===== src/rtl/addseq_arb_pkg.sv =====
// Shared definitions for the time-multiplexed wide adder (addseq_arb_module).
// Holds the FSM state encoding used by the top level.
package addseq_arb_pkg;

  // Two-bit controller state: waiting for a request, stepping through
  // beats on the shared adder, and the one-cycle completion state.
  typedef enum logic [1:0] {
    ADDSEQ_IDLE = 2'd0,
    ADDSEQ_BUSY = 2'd1,
    ADDSEQ_DONE = 2'd2
  } addseq_state_e;

endpackage


===== src/rtl/addcinen_module.sv =====
// Adder with carry-in and optional operand isolation.
// Ports:
//   en   in  1      adder enable; with OPIS=1 all inputs are forced to 0 when low
//   a    in  WIDTH  operand A
//   b    in  WIDTH  operand B
//   cin  in  1      carry-in
//   q    out WIDTH  a + b + cin (modulo 2^WIDTH)
module addcinen_module #(
  parameter int WIDTH = 17,
  parameter int OPIS  = 1
) (
  input  logic             en,
  input  logic [WIDTH-1:0] a,
  input  logic [WIDTH-1:0] b,
  input  logic             cin,
  output logic [WIDTH-1:0] q
);

  logic [WIDTH-1:0] a_g;
  logic [WIDTH-1:0] b_g;
  logic             cin_g;

  // Operand isolation keeps the adder inputs quiet while it is not in use,
  // so toggling on the source registers does not ripple through the adder.
  generate
    if (OPIS != 0) begin : g_isolate
      assign a_g   = en ? a : '0;
      assign b_g   = en ? b : '0;
      assign cin_g = en & cin;
    end else begin : g_pass
      assign a_g   = a;
      assign b_g   = b;
      assign cin_g = cin;
    end
  endgenerate

  // Plain ripple-style add; the caller widens operands by one bit to
  // recover the carry-out from the top bit of q.
  assign q = a_g + b_g + WIDTH'(cin_g);

endmodule


===== src/rtl/addseq_arb_module.sv =====
// Time-multiplexed wide adder. NREQ requesters share one CHUNK-bit adder;
// each granted request computes a WIDTH-bit a+b+cin over NBEAT=WIDTH/CHUNK
// beats, chaining the carry between beats. Round-robin arbitration.
// Ports:
//   clk   in  1           clock, all state on rising edge
//   rst   in  1           asynchronous active-low reset
//   req   in  NREQ        per-requester request, held until ack
//   cin   in  NREQ        per-requester carry-in
//   a     in  NREQ*WIDTH  operand A, requester i at [i*WIDTH +: WIDTH]
//   b     in  NREQ*WIDTH  operand B, same packing
//   ack   out NREQ        one-hot single-cycle completion pulse
//   q     out WIDTH       sum, valid while any ack bit is high
//   cout  out 1           carry out of bit WIDTH-1, valid with ack
//   busy  out 1           high while in BUSY or DONE
// WIDTH must be a multiple of CHUNK.
module addseq_arb_module
  import addseq_arb_pkg::*;
#(
  parameter int WIDTH = 64,
  parameter int CHUNK = 16,
  parameter int NREQ  = 2,
  parameter int OPIS  = 1
) (
  input  logic                  clk,
  input  logic                  rst,
  input  logic [NREQ-1:0]       req,
  input  logic [NREQ-1:0]       cin,
  input  logic [NREQ*WIDTH-1:0] a,
  input  logic [NREQ*WIDTH-1:0] b,
  output logic [NREQ-1:0]       ack,
  output logic [WIDTH-1:0]      q,
  output logic                  cout,
  output logic                  busy
);

  localparam int NBEAT  = WIDTH / CHUNK;
  localparam int BEAT_W = (NBEAT > 1) ? $clog2(NBEAT) : 1;
  localparam int ID_W   = (NREQ > 1) ? $clog2(NREQ) : 1;
  localparam logic [BEAT_W-1:0] LAST_BEAT = BEAT_W'(NBEAT - 1);
  localparam logic [ID_W-1:0]   LAST_ID   = ID_W'(NREQ - 1);

  addseq_state_e     state;
  logic [WIDTH-1:0]  opa;
  logic [WIDTH-1:0]  opb;
  logic              carry;
  logic [ID_W-1:0]   id;
  logic [ID_W-1:0]   rr_ptr;
  logic [BEAT_W-1:0] beat;

  logic              grant_valid;
  logic [ID_W-1:0]   grant_id;
  logic [ID_W:0]     cand;

  logic              adder_en;
  logic [CHUNK-1:0]  opa_chunk;
  logic [CHUNK-1:0]  opb_chunk;
  logic [CHUNK:0]    sum;

  // Round-robin pick: walk offsets from the highest down to zero so the
  // requester closest to (at or above) rr_ptr is the last one written and wins.
  always_comb begin
    grant_valid = 1'b0;
    grant_id    = '0;
    cand        = '0;
    for (int i = NREQ - 1; i >= 0; i--) begin
      cand = {1'b0, rr_ptr} + (ID_W + 1)'(i);
      if (cand >= (ID_W + 1)'(NREQ)) begin
        cand = cand - (ID_W + 1)'(NREQ);
      end
      if (req[cand[ID_W-1:0]]) begin
        grant_valid = 1'b1;
        grant_id    = cand[ID_W-1:0];
      end
    end
  end

  // Slice of the captured operands that the current beat works on.
  assign opa_chunk = opa[int'(beat) * CHUNK +: CHUNK];
  assign opb_chunk = opb[int'(beat) * CHUNK +: CHUNK];
  assign adder_en  = (state == ADDSEQ_BUSY);

  // Shared adder, one bit wider than a chunk so its top bit is the beat carry.
  addcinen_module #(
    .WIDTH (CHUNK + 1),
    .OPIS  (OPIS)
  ) u_add (
    .en  (adder_en),
    .a   ({1'b0, opa_chunk}),
    .b   ({1'b0, opb_chunk}),
    .cin (carry),
    .q   (sum)
  );

  assign busy = (state == ADDSEQ_BUSY) || (state == ADDSEQ_DONE);

  // Controller: capture the winner in IDLE, accumulate one chunk per beat in
  // BUSY, then release in DONE. ack is registered off the DONE state, so the
  // pulse shows up in the cycle after DONE, when q/cout are already final and
  // the FSM is back in IDLE; this keeps a new op every NBEAT+2 cycles.
  always_ff @(posedge clk or negedge rst) begin
    if (!rst) begin
      state  <= ADDSEQ_IDLE;
      opa    <= '0;
      opb    <= '0;
      carry  <= 1'b0;
      id     <= '0;
      rr_ptr <= '0;
      beat   <= '0;
      ack    <= '0;
      q      <= '0;
      cout   <= 1'b0;
    end else begin
      ack <= '0;
      case (state)
        ADDSEQ_IDLE: begin
          if (grant_valid) begin
            opa   <= a[int'(grant_id) * WIDTH +: WIDTH];
            opb   <= b[int'(grant_id) * WIDTH +: WIDTH];
            carry <= cin[grant_id];
            id    <= grant_id;
            beat  <= '0;
            state <= ADDSEQ_BUSY;
          end
        end
        ADDSEQ_BUSY: begin
          q[int'(beat) * CHUNK +: CHUNK] <= sum[CHUNK-1:0];
          carry <= sum[CHUNK];
          beat  <= beat + 1'b1;
          if (beat == LAST_BEAT) begin
            cout  <= sum[CHUNK];
            state <= ADDSEQ_DONE;
          end
        end
        ADDSEQ_DONE: begin
          for (int i = 0; i < NREQ; i++) begin
            ack[i] <= (id == ID_W'(i));
          end
          rr_ptr <= (id == LAST_ID) ? '0 : id + 1'b1;
          state  <= ADDSEQ_IDLE;
        end
        default: begin
          state <= ADDSEQ_IDLE;
        end
      endcase
    end
  end

endmodule


===== config.mk =====
export PLATFORM = sky130hd
export DESIGN_NAME = addseq_arb_module
export DESIGN_NICKNAME = d
export VERILOG_FILES = /design/src/rtl/addseq_arb_pkg.sv /design/src/rtl/addcinen_module.sv /design/src/rtl/addseq_arb_module.sv
export SDC_FILE = /design/constraint.sdc
export NUM_CORES = 1
export LEC_CHECK = 0
export CELL_PAD_IN_SITES_DETAIL_PLACEMENT = 1
export CELL_PAD_IN_SITES_GLOBAL_PLACEMENT = 2
export CORE_MARGIN = 2
export CORE_UTILIZATION = 26
export DETAILED_ROUTE_END_ITERATION = 16
export PLACE_DENSITY_LB_ADDON = 0.3
export SETUP_SLACK_MARGIN = 0.2
export SLEW_MARGIN = 20
export SYNTH_ARGS = -nofsm -noshare
export SYNTH_HDL_FRONTEND = slang
export SYNTH_HIERARCHICAL = 1
export SYNTH_SLANG_ARGS = --single-unit
export TNS_END_PERCENT = 20

===== constraint.sdc =====
create_clock -name clk -period 3.51 [get_ports clk]
set_clock_uncertainty 0.15 [all_clocks]
set_input_delay 0.702 -clock clk [delete_from_list [all_inputs] [get_ports clk]]
set_output_delay 0.702 -clock clk [all_outputs]
set_load 0.03 [all_outputs]

==> impl_metrics.tcl <==
set metrics [dict create \
    ant_nets 0 \
    core_area_mm2 0.0407 \
    crit_arrival_ps 3810 \
    drive_gt1_share_pct 12.7 \
    final_cell_mix "327 x clkdlybuf4s50_1, 200 x dfrtp_1, 143 x a21oi_1" \
    peakVddDrop_mv 0.446 \
    syn_area_per_cell_um2 9.70 \
    p_leak_nw 6.29 \
    report.final.slew_viol_count 0 \
    grt-ovfl-total 0 \
    die_x_um 207 \
    whs_path_depth 1 \
    max_slew_margin_pct 48.7 \
    switchingPower_mw 7.38 \
    num_rows 74 \
    synthesis.area_mm2 0.0107 \
    cts-buffers-inserted 26 \
    wl_per_cell_um 24.3 \
    hpwl_mm 34.4 \
    violations "setup timing" \
    p_per_area_mw_per_mm2 1030 \
    seqPwrFrac_pct 26.8 \
    syn2layout_area_growth_pct 48.6 \
    initial_utilization_pct 26.3 \
    fmax_mhz 281 \
    clock-sinks 202 \
    yosys_warnings 6 \
    h-tree-depth 1 \
    path_class "flop to flop" \
    port_buffers 329 \
    worstPathRequired_ps 3760 \
    setup.worst_path.end_class "flop" \
    viasPerCell 5.31 \
    drtIter0Drc 541 \
    setup_slack_ps -44.4 \
    start_kind "flop" \
    internal_power_mw 9.07 \
    cts_max_path_buffers 3 \
    setup_violations 2 \
    yosysSeqAreaShare_pct 47.2 \
    clockRootBuffer "clkbuf_16" \
    final_common_cell "clkdlybuf4s50_1" \
    synth_cell_types 52 \
    outcome "finished with violations" \
    clockPowerShare_pct 16.2 \
    drcViolationCount 0 \
    power_frac_comb_pct 57.0 \
    regToRegEndpoint "carry" \
    min_from "id" \
    grt_pass1_wl_mm 72.5 \
    timing.final.hold_violations 0 \
    period_needed_ps 3550 \
    worstHoldEndpoint "ack[0]" \
    hold-worst-slack_ps 293 \
    clock_latency_ps 530 \
    die_h_um 207 \
    synthCells 1105 \
    synth_ff_type "dfrtp_1" \
    synth-edff-count 0 \
    p_sw_share_pct 44.8 \
    finalNetCount 1698 \
    max_slew.worst_pin.slew_ps 768 \
    fin_crit_sh_pct 101 \
    place.gp.congestion 0.858 \
    maxCapViolCount 0 \
    fin_cells 1963 \
    critPathMaxFanout 7 \
    ys_ff_latch 202 \
    antenna_found_initial 8 \
    vias 10400 \
    worstHoldPathType "flop to flop" \
    grt_use_total_pct 21.7 \
    grt_max_degree 130 \
    drt_wl_total_mm 47.6 \
    dp_cells 1906 \
    rsz0062_at_grt "true" \
    reg2reg_slack_ps -40 \
    num-fill-cells 4550 \
    die_area_mm2 0.0429 \
    reg2regPathDepth 13 \
    async_reset_ff_share_pct 100 \
    pin_count 330 \
    cts_tree "yes" \
    first_pass_iters 4 \
    clk_pin_slew_ps 60 \
    timing.rr.start "beat[0]" \
    grt_pass1_vias 11200 \
]
kinds of logic after synthesis:
family | after synthesis | share of synthesized area (%)
mux | 33 | 6.86
xor+xnor | 14 | 1.14
compound gates | 501 | 28.3
simple gates | 212 | 9.02
fa+ha+maj | 26 | 3.18
other cells | 1 | 0.0350
buf+inv | 116 | 4.33
flops | 202 | 47.2
metal layers:
layer  share of wire (%)  GRT usage [%]  up-vias
li1                    -              -     4716
met1                  45           30.0     5309
met3                 4.8           3.68       75
met5                0.15              0        -
met4                 2.8           6.16       12
met2                  47           35.0      317
cells in the mapped netlist (all sizes together) (2+ instances only):
cell type	count	area [µm²]
a21boi	2	15.0
nor3	2	26.3
and2	32	200
o31ai	2	15.0
buf	19	100
a22o	65	569
nand2	20	75.1
a311oi	2	23.8
ha	24	300
dfrtp	202	5050
or3b	2	20.0
nand2b	4	25.0
a32o	2	20.0
a31oi	130	813
a41oi	2	32.5
o21ai	134	671
a211oi	2	15.0
nand3	4	20.0
nor2b	2	12.5
mux4	32	724
clkbuf	87	327
o21a	4	30.0
fa	2	40.0
a21o	5	37.5
inv	10	37.5
xnor2	7	61.3
xor2	7	61.3
nor2	141	537
a21oi	145	733
stage by stage:
step | total power, mW | TNS [ps] | util, % | instance area (µm²) | worst slack [ps]
5_1_grt | 17.5 | -1430 | 39.1 | 15900 | -237
4_1_cts | 16.2 | 0 | 38.8 | 15800 | 3.32
6_report | 16.5 | -73.6 | 39.1 | 15900 | -44.4
3_3_place_gp | 12.9 | 0 | 36.2 | 14800 | 4.44
2_1_floorplan | 9.30 | 0 | - | 10800 | 121
3_5_place_dp | 13.1 | -922 | 36.2 | 14800 | -99.7
how the worst max path moves through the flow:
stage | slack, ps | endpoint | from
6_report | -40 | carry | beat[0]
5_1_grt | -240 | carry | beat[0]
4_1_cts | 3 | q[14] | beat[0]
3_5_place_dp | -100 | carry | beat[0]
3_3_place_gp | 4 | q[61] | beat[0]
2_1_floorplan | 120 | cout | beat[0]
power by group through the flow:
stage                     Clock [mW]  Combinational, mW  Sequential (mW)
after floorplan                    0               4.97             4.34
after CTS                       2.72               9.04             4.39
after global placement             0               8.42             4.44
after detailed placement           0               8.63             4.43
after global routing            2.81               10.2             4.48
final                           2.67               9.37             4.40
critical path: stages, from the launching register on:
cell and delay (ps):
dfrtp_2 410, buf_12 120, buf_12 120, buf_6 140
mux4_2 530, and2_1 210, ha_1 390, a21oi_1 270
nor2_1 80, a211oi_1 390, o31ai_4 150, xnor2_2 170
nor3b_2 210, a211oi_1 70
registers in the layout, indices dropped and copies added, names as in the netlist:
register / count
opb: 64
beat: 2
cout: 1
ack: 2
opa: 64
rr_ptr: 1
carry: 1
q: 64
state: 2
id: 1
layout make-up:
type,instances,area [µm²],share of cell area [%]
Timing Repair Buffer,382,3860,24.2
Sequential cell,202,5060,31.7
Tap cell,532,666,4.18
Multi-Input combinational cell,788,5450,34.2
Clock buffer,37,763,4.79
Clock inverter,10,95.1,0.597
Inverter,10,40.0,0.251
Antenna cell,2,5.00,0.0314
repair_timing:
item,4_1_cts,5_1_grt
endpoints found under the hold margin,1,0
hold buffers,1,0
pin swaps,7,4
buffers inserted,4,3
gates resized for setup,21,23
setup endpoints to repair,38,38
No activity file was read; power rests on OpenSTA's default activity.
